<file path="src/rtl/multicycle_control.sv">
// Main control FSM for the multi-cycle RV32 subset datapath (load/store/OP-IMM/R/branch).
// Optional PERF_COUNTERS_EN adds CycleCount/InstrCount retire and cycle counters.
module multicycle_control #(
  parameter int RESET_STATE_W = 4
) (
  input  logic                     clk,
  input  logic                     reset,
  input  logic [6:0]               Opcode,
  input  logic                     Zero,
  input  logic                     MemReady,
  output logic                     PCWrite,
  output logic                     IRWrite,
  output logic                     MemRead,
  output logic                     MemWrite,
  output logic                     RegWrite,
  output logic                     MemtoReg,
  output logic                     ALUSrcA,
  output logic [1:0]               ALUSrcB,
  output logic [1:0]               ALUOp,
  output logic                     PCSource,
  output logic                     Illegal,
  output logic [RESET_STATE_W-1:0] State
`ifdef PERF_COUNTERS_EN
  ,
  output logic [31:0]              CycleCount,
  output logic [31:0]              InstrCount
`endif
);

  localparam logic [6:0] OP_LOAD   = 7'b0000011;
  localparam logic [6:0] OP_STORE  = 7'b0100011;
  localparam logic [6:0] OP_IMM    = 7'b0010011;
  localparam logic [6:0] OP_REG    = 7'b0110011;
  localparam logic [6:0] OP_BRANCH = 7'b1100011;

  typedef enum logic [RESET_STATE_W-1:0] {
    S_RESET  = RESET_STATE_W'(0),
    S_FETCH  = RESET_STATE_W'(1),
    S_DECODE = RESET_STATE_W'(2),
    S_MEMADR = RESET_STATE_W'(3),
    S_MEMRD  = RESET_STATE_W'(4),
    S_MEMWB  = RESET_STATE_W'(5),
    S_MEMWR  = RESET_STATE_W'(6),
    S_EXEC   = RESET_STATE_W'(7),
    S_ALUWB  = RESET_STATE_W'(8),
    S_BRANCH = RESET_STATE_W'(9)
  } state_t;

  state_t state, next_state;
  logic   illegal_op;

  assign illegal_op = !(Opcode == OP_LOAD || Opcode == OP_STORE || Opcode == OP_IMM ||
                        Opcode == OP_REG  || Opcode == OP_BRANCH);
  assign State = state;

  always_ff @(posedge clk or posedge reset) begin
    if (reset) state <= S_RESET;
    else       state <= next_state;
  end

  // Sticky: only reset clears it, so software can notice a bad opcode long after it went by.
  always_ff @(posedge clk or posedge reset) begin
    if (reset)                                  Illegal <= 1'b0;
    else if (state == S_DECODE && illegal_op)   Illegal <= 1'b1;
  end

  always_comb begin
    next_state = S_FETCH;
    PCWrite    = 1'b0;
    IRWrite    = 1'b0;
    MemRead    = 1'b0;
    MemWrite   = 1'b0;
    RegWrite   = 1'b0;
    MemtoReg   = 1'b0;
    ALUSrcA    = 1'b0;
    ALUSrcB    = 2'b00;
    ALUOp      = 2'b00;
    PCSource   = 1'b0;
    case (state)
      S_RESET: next_state = S_FETCH;
      S_FETCH: begin
        MemRead = 1'b1;
        ALUSrcB = 2'b01;
        if (MemReady) begin
          IRWrite    = 1'b1;
          PCWrite    = 1'b1;
          next_state = S_DECODE;
        end else begin
          next_state = S_FETCH;
        end
      end
      S_DECODE: begin
        // OldPC + imm precomputed into ALUOut for a possible branch
        ALUSrcB = 2'b10;
        if (Opcode == OP_LOAD || Opcode == OP_STORE) next_state = S_MEMADR;
        else if (Opcode == OP_IMM || Opcode == OP_REG) next_state = S_EXEC;
        else if (Opcode == OP_BRANCH)                  next_state = S_BRANCH;
        else                                           next_state = S_FETCH;
      end
      S_MEMADR: begin
        ALUSrcA    = 1'b1;
        ALUSrcB    = 2'b10;
        next_state = (Opcode == OP_STORE) ? S_MEMWR : S_MEMRD;
      end
      S_MEMRD: begin
        MemRead    = 1'b1;
        next_state = MemReady ? S_MEMWB : S_MEMRD;
      end
      S_MEMWB: begin
        RegWrite = 1'b1;
        MemtoReg = 1'b1;
      end
      S_MEMWR: begin
        MemWrite   = 1'b1;
        next_state = MemReady ? S_FETCH : S_MEMWR;
      end
      S_EXEC: begin
        ALUSrcA    = 1'b1;
        ALUOp      = 2'b10;
        ALUSrcB    = (Opcode == OP_IMM) ? 2'b10 : 2'b00;
        next_state = S_ALUWB;
      end
      S_ALUWB: RegWrite = 1'b1;
      S_BRANCH: begin
        ALUSrcA  = 1'b1;
        ALUOp    = 2'b01;
        PCSource = 1'b1;
        PCWrite  = Zero;
      end
      default: next_state = S_FETCH;
    endcase
  end

`ifdef PERF_COUNTERS_EN
  logic retire;
  assign retire = (next_state == S_FETCH) &&
                  (state == S_MEMWB || state == S_ALUWB || state == S_BRANCH || state == S_MEMWR);

  always_ff @(posedge clk or posedge reset) begin
    if (reset) begin
      CycleCount <= '0;
      InstrCount <= '0;
    end else begin
      if (state != S_RESET) CycleCount <= CycleCount + 32'd1;
      if (retire)           InstrCount <= InstrCount + 32'd1;
    end
  end
`endif

endmodule

</file>
<file path="config.mk">
export PLATFORM = sky130hd
export DESIGN_NAME = multicycle_control
export DESIGN_NICKNAME = d
export VERILOG_FILES = /design/src/rtl/multicycle_control.sv
export SDC_FILE = /design/constraint.sdc
export NUM_CORES = 1
export LEC_CHECK = 0
export ABC_AREA = 1
export ABC_CLOCK_PERIOD_IN_PS = 1600
export CORE_UTILIZATION = 35
export DETAILED_ROUTE_END_ITERATION = 10
export PLACE_DENSITY = 0.82
export SYNTH_ARGS = -nofsm -noshare
export SYNTH_HDL_FRONTEND = slang
export SYNTH_SLANG_ARGS = --single-unit
</file>
<file path="constraint.sdc">
create_clock -name clk -period 1.6 [get_ports clk]
set_input_delay 0.32 -clock clk [delete_from_list [all_inputs] [get_ports clk]]
set_output_delay 0.32 -clock clk [all_outputs]
set_load 0.005 [all_outputs]
</file>
==> impl_metrics.toml, run 1 <==
[logic_synthesis]
synthesis.area_um2 = 477
synth_top_cell_by_area = "dfrtp_1"
yosysSeqAreaShare_pct = 26.2
ys_types = 13
synth_xor_area_share_pct = 0
ys_top_cells_by_area = "dfrtp_1 (26%), nand2_1 (24%), inv_1 (13%)"
synth_compound_area_share_pct = 5.25
synth_top_family_by_area = "simple AND/OR/NAND/NOR gates"
synthCells = 86
synthSimpleGateAreaFrac_pct = 52.8
ys_warn_count = 0
syn_area_per_cell_um2 = 5.54
synth_nets = 97
synth_mux_area_share_pct = 0
synth_top_area_share_pct = 26.2
synth_adder_area_share_pct = 0
ys_ff_latch = 5

[floorplan]
rows = 12
die_height_um = 38.9
die_w_um = 38.9
io_pins = 28
start_util_pct = 40.2

[timing]
worstEpCategory = "output port"
crit_endpoint = "MemRead"

[clock_tree]
postCtsHoldBufs = 0
cts_made_buffers = 3
htree_levels = 1
clockBufferDepth = 2
cts_sinks = 5
root_buffer = "clkbuf_4"

[placed_design]
port_buffers = 27
dp_hpwl_mm = 1.33
place_congestion = 0.867

[outcome]
stop_error = "[ERROR DPL-0033] detailed placement checks failed during check placement."
status = "stopped before the end"
lastStage = "5_1_grt"

[global_routing]
antenna_found_initial = 0
grt_max_degree = 6
==> cell families after synthesis <==
kind of cell	count (synthesis)
AO/OA/AOI/OAI	5
buffers and inverters	20
AND/OR/NAND/NOR	56
flip-flops	5
==> cells in the mapped netlist <==
library cell  number
dfrtp_1            5
inv_2              4
nor2_1             9
o21ai_0            2
o21ai_1            1
a21oi_1            2
nor2_2             4
nor3_1             2
nand3_1            7
nor2_4             1
nand3_2            2
nand2_1           31
inv_1             16
==> metrics by stage <==
stage	std cells	util, %	instance area [µm²]	setup WS, ns	setup TNS [ns]
2_1_floorplan	86	-	477	0.365	0
3_3_place_gp	146	76.5	907	-0.332	-0.974
3_5_place_dp	146	76.5	907	-0.398	-1.34
4_1_cts	160	89.1	1060	-0.228	-0.285
==> timing repair <==
item | in CTS
setup buffers | 10
pin swaps | 10
setup endpoints to repair | 14
gates resized for setup | 61
==> inputs of run 2 (changes only) <==
- CORE_AREA: unset -> 2 2 63 65
- CORE_UTILIZATION: 35 -> unset
- DIE_AREA: unset -> 0 0 65 67
- PLACE_DENSITY: 0.82 -> unset
- PLACE_DENSITY_LB_ADDON: unset -> 0.15
==> run 2 against run 1 <==
The flow now finishes, with violations (setup timing). Synthesized cell count unchanged. Area after synthesis unchanged.
==> impl_metrics.toml, run 2 <==
[critical_path]
cp_max_fo = 3
slowest_delay_ns = 0.40
crit_start = "State[3]"
rr_endpoint = "State[1]"
cp.arrival_ns = 1.42
r2r_cells = 9
r2r-start = "State[3]"
worstSetupPathType = "flop to output pin"
r2r_setup_slack_ns = 0.29
worstPathCellList = "buf_4, nor2_4, buf_6, nand3_2, buf_4, nand2_1, clkdlybuf4s15_2"
critPathLaunchType = "flop"
crit_family = "buffers and inverters"
slowest_stage = "dfrtp_1"
cp-end-kind = "output pin"
crit_top_cell = "buf_4"
crit_buf_inv = 4
required_ns = 1.28

[logic_synthesis]
async_reset_ff_share_pct = 100
ys_ff_latch = 5
syn_area_per_cell_um2 = 5.54
ys_warn_count = 0
synth_nets = 97
yosysSeqAreaShare_pct = 26.2
ys.flop_type = "dfrtp_1"
synth_top_cell_by_area = "dfrtp_1"
synthesis.area_um2 = 477
synth_top_area_share_pct = 26.2
ys_top_cells_by_area = "dfrtp_1 (26%), nand2_1 (24%), inv_1 (13%)"
synth_edf_count = 0
synth_common_cells = "nand2_1 (31), inv_1 (16), nor2_1 (9)"
ys_types = 13
synthCells = 86
yosysMostFrequentCell = "nand2_1"

[outcome]
violations = "setup timing"
status = "complete, but fails checks"

[timing]
tightest_slew_ns = 0.193
fmax_ghz = 0.574
rsz0062_at_grt = "yes"
relSlewSlack_pct = 87.1
period_share_pct = 109
hold_viol = 0
setup_viol = 5
drv_slew = 0
min_period_ns = 1.74
clock_skew_ns = 0.00460
fin_ws_ns = -0.142

[run]
maxCapViolations = 0

[clock_tree]
clk_pin_slew_ns = 0.04
clk_latency_ns = 0.23
postCtsHoldBufs = 0
tritoncts = "built"
root_buffer = "clkbuf_8"
cts_made_buffers = 3
htree_levels = 1
clockBufferDepth = 2
cts_sinks = 5

[cells_and_area]
final_common_cell = "buf_4"
synthToLayoutAreaGrowth_pct = 166
final_nets = 177
antennaDiodeCount = 0
final_area_mm2 = 0.00127
drive_gt1_share_pct = 53.9
final_cells = 213
layout_common_cells = "buf_4 (44), nand2_1 (25), inv_1 (15)"
largest_reg_flops = 4

[detailed_routing]
dr.pass1.iters = 4
drtAntennaViolNets = 0
vias = 776
drc = 0
drtIter0Drc = 17
avgViaCountPerCell = 3.64
avgRoutedWirePerCell_um = 8.50
wirelength_mm = 1.81

[placed_design]
dp_cells = 188
port_buffers = 27
dpl-instance-area_mm2 = 0.00101
place_congestion = 0.696
dp_hpwl_mm = 1.36

[global_routing]
grt_pass1_wl_mm = 2.81
overflow = 0
antenna_found_initial = 0
grtUsageTotal_pct = 8.44
grt_pass1_vias = 670
grt_max_degree = 7

[worst_hold_path]
hold_class = "input port to async pin"

[floorplan]
die_height_um = 67
dieArea_mm2 = 0.00436
start_util_pct = 13.2
rows = 22
io_pins = 28
die_w_um = 65
core_area_mm2 = 0.00361

[power]
leakagePower_nw = 0.736
peakVddDrop_uv = 480
power-per-cell-area_mw_per_mm2 = 1320
## run 2: cell counts after synthesis
Identical to the previous run, type by type.
## run 2: stage by stage
stage / power [mW] / util [%] / setup slack (ns) / hold slack, ns / TNS (ns)
6_report: 1.67 / 35.2 / -0.142 / 0.292 / -0.404
4_1_cts: 1.56 / 33.3 / -0.241 / 0.298 / -0.802
5_1_grt: 1.81 / 35.2 / -0.213 / 0.321 / -0.848
3_3_place_gp: 1.13 / 28.0 / -0.365 / 0.453 / -1.45
2_1_floorplan: 0.549 / - / 0.365 / 0.0985 / 0
3_5_place_dp: 1.12 / 28.0 / -0.378 / 0.462 / -1.50
## run 2: kinds of logic after synthesis
kind of cell | share of synthesized area [%]
and+or+nand+nor | 52.8
buffers and inverters | 15.7
DFF | 26.2
AOI/OAI and AO/OA | 5.25
## run 2: worst max path at each step
stage                       endpoint  slack, ns  cells past startpoint
final                        PCWrite      -0.14                      7
after global routing         PCWrite      -0.21                      7
after CTS                   ALUOp[1]      -0.24                      5
after detailed placement  ALUSrcB[1]      -0.38                      6
after global placement    ALUSrcB[1]      -0.37                      6
after floorplan           ALUSrcB[1]       0.37                      5
## run 2: power breakdown
group          switching [mW]  leakage (nW)  internal [mW]
Sequential             0.0540        0.0566          0.167
Combinational           0.512         0.656          0.698
Clock                  0.0690        0.0228          0.172
## run 2: timing repair
action | 4_1_cts | 5_1_grt
setup endpoints to repair | 14 | 14
gates resized for setup | 47 | 22
buffers inserted | 15 | 6
pin swaps | 8 | 5
## run 2: cell type report
cell class                 count  area (µm²)
inverter                      20        77.6
sequential                     5         129
fill                         405        2340
tap                           48        60.1
timing repair buffer          75         619
clock buffer                   4        45.0
multi-input combinational     61         339
## run 2: layer usage
metal | routed length (µm) | global-route usage (%) | vias up
li1 | - | - | 415
met5 | 0 | 0 | -
met3 | 75 | 1.69 | 2
met1 | 808 | 10.1 | 341
met4 | 17 | 3.19 | 0
met2 | 909 | 14.8 | 18
No activity file was read; power rests on OpenSTA's default activity.
==> inputs of run 3 (changes only) <==
- MAX_ROUTING_LAYER: unset -> met4
- SKIP_LAST_GASP: unset -> 1
- SLEW_MARGIN: unset -> 20
==> run 3 against run 2 <==
The flow still finishes with violations (setup timing). Sequential cell count is the same. Setup slack got worse by 0.013 ns. Final area is 0.30% lower. Clock power is essentially flat. Non-clock buffer count down 1. Sequential share of layout area barely moved. Maximum frequency fell by 0.76%. Register-to-register slack about the same. Core utilization fell by 0.10 points. First-iteration DRC count is 12% higher. Global-route usage rose by 0.26 points. Sequential power shrank 2%. Largest power group unchanged. Highest routed layer unchanged.
==> impl_metrics.toml, run 3 (same netlist as run 2, synthesis figures left out) <==
[outcome]
status = "complete, but fails checks"
violations = "setup timing"

[detailed_routing]
avgViaCountPerCell = 3.67
drc = 0
dr.pass1.iters = 2
vias = 779
drtIter0Drc = 19
drtAntennaViolNets = 0
avgRoutedWirePerCell_um = 8.39
wirelength_mm = 1.78

[power]
peakVddDrop_uv = 485
power-per-cell-area_mw_per_mm2 = 1310
p_comb_share_pct = 72.3
p_total_mw = 1.65
leakagePower_nw = 0.748
p_int_mw = 1.03
p_seq_share_pct = 13.1
power.clock.fraction_pct = 14.6
switchingPower_mw = 0.626
p_sw_share_pct = 37.9

[critical_path]
r2r_setup_slack_ns = 0.28
r2r_cells = 9
worstSetupPathType = "flop to output pin"
critPathLaunchType = "flop"
rr_endpoint = "State[1]"
cp.arrival_ns = 1.43
r2r-start = "State[3]"
cp_max_fo = 3
required_ns = 1.28
cp-end-kind = "output pin"

[cells_and_area]
final_common_cell = "buf_4"
layout_common_cells = "buf_4 (44), nand2_1 (24), inv_1 (15)"
largest_reg_flops = 4
multiInputGateArea_um2 = 342
final_nets = 176
final_cells = 212
fillers = 404
antennaDiodeCount = 0
seqCellArea_um2 = 129
synthToLayoutAreaGrowth_pct = 166
final_area_mm2 = 0.00127
drive_gt1_share_pct = 51.2

[clock_tree]
postCtsHoldBufs = 0
root_buffer = "clkbuf_8"
clk_pin_slew_ns = 0.04
clk_latency_ns = 0.23
cts_made_buffers = 3
tritoncts = "built"
cts_sinks = 5
htree_levels = 1
clockBufferDepth = 2

[floorplan]
dieArea_mm2 = 0.00436
die_w_um = 65
start_util_pct = 13.2
core_area_mm2 = 0.00361
die_height_um = 67
io_pins = 28
rows = 22

[timing]
drv_slew = 0
holdWs_ns = 0.292
relSlewSlack_pct = 87.1
period_share_pct = 110
fmax_ghz = 0.570
hold_viol = 0
rsz0062_at_grt = "yes"
tightest_slew_ns = 0.193
fin_ws_ns = -0.155
setup_viol = 7
clock_skew_ns = 0.00444
min_period_ns = 1.75

[global_routing]
grtUsageTotal_pct = 8.70
overflow = 0
antenna_found_initial = 0
grt_pass1_wl_mm = 2.83
grt_max_degree = 7
grt_pass1_vias = 673

[placed_design]
dp_hpwl_mm = 1.36
dpl-instance-area_mm2 = 0.00101
place_ws_ns = -0.378
port_buffers = 27
place_congestion = 0.704
dp_cells = 188

[run]
maxCapViolations = 0

[worst_hold_path]
hold_class = "input port to async pin"
==> run 3: cell count changes in the layout (fill, tap and decap cells not counted) <==
| cell | before | now |
|---|---|---|
| buf_2 | 4 | 1 |
| buf_6 | 6 | 3 |
| clkbuf_2 | 3 | 4 |
| clkdlybuf4s15_2 | 3 | 2 |
| clkdlybuf4s50_1 | 11 | 12 |
| dlygate4sd2_1 | 2 | 5 |
| dlymetal6s2s_1 | 2 | 3 |
| nand2_1 | 25 | 24 |
| nand2_2 | 6 | 7 |
==> run 3: per-stage QoR <==
step / setup TNS [ns] / util (%)
floorplan: 0 / -
global placement: -1.45 / 28.0
detailed placement: -1.50 / 28.0
CTS: -0.968 / 33.4
global route: -1.15 / 35.1
finish: -0.614 / 35.1
==> run 3: worst max path at each step <==
stage,endpoint,slack (ns),start,cells past startpoint
finish,IRWrite,-0.15,State[3],7
global route,ALUSrcB[1],-0.23,State[3],7
CTS,ALUOp[1],-0.24,State[3],5
detailed placement,ALUSrcB[1],-0.38,Opcode[1],6
global placement,ALUSrcB[1],-0.37,Opcode[4],6
floorplan,ALUSrcB[1],0.37,State[3],5
==> run 3: metal layers <==
metal | up-vias | global-route usage, % | part of all wire [%]
met4 | 0 | 3.19 | 1.1
met1 | 345 | 10.1 | 44
met5 | - | - | 0
met3 | 2 | 1.69 | 4.6
met2 | 18 | 14.9 | 50
li1 | 414 | - | -
==> run 3: cell type report <==
| cell class | count | area share, % |
|---|---|---|
| repair buffers | 74 | 48.4 |
| inverters | 20 | 6.13 |
| well taps | 48 | 4.74 |
| multi-input cells | 61 | 27.0 |
| clock buffers | 4 | 3.56 |
| flip-flops and latches | 5 | 10.2 |
==> run 3: power by group through the flow <==
stage               Combinational [mW]  Sequential (mW)  Clock (mW)
CTS                               1.09            0.225       0.249
floorplan                        0.330            0.220           0
global route                      1.31            0.222       0.263
finish                            1.20            0.217       0.241
global placement                 0.904            0.222           0
detailed placement               0.899            0.223           0
==> run 3: worst max-delay path: stages (launching register included) <==
cell	delay, ns
dfrtp_1	0.40
buf_4	0.15
nor2_4	0.08
buf_4	0.13
nand3_2	0.07
buf_4	0.13
inv_1	0.04
dlygate4sd2_1	0.22
==> run 3: what timing repair did <==
action	in CTS	in global routing
setup buffers	15	5
pin swaps	8	5
setup endpoints to repair	14	15
gates resized for setup	36	21
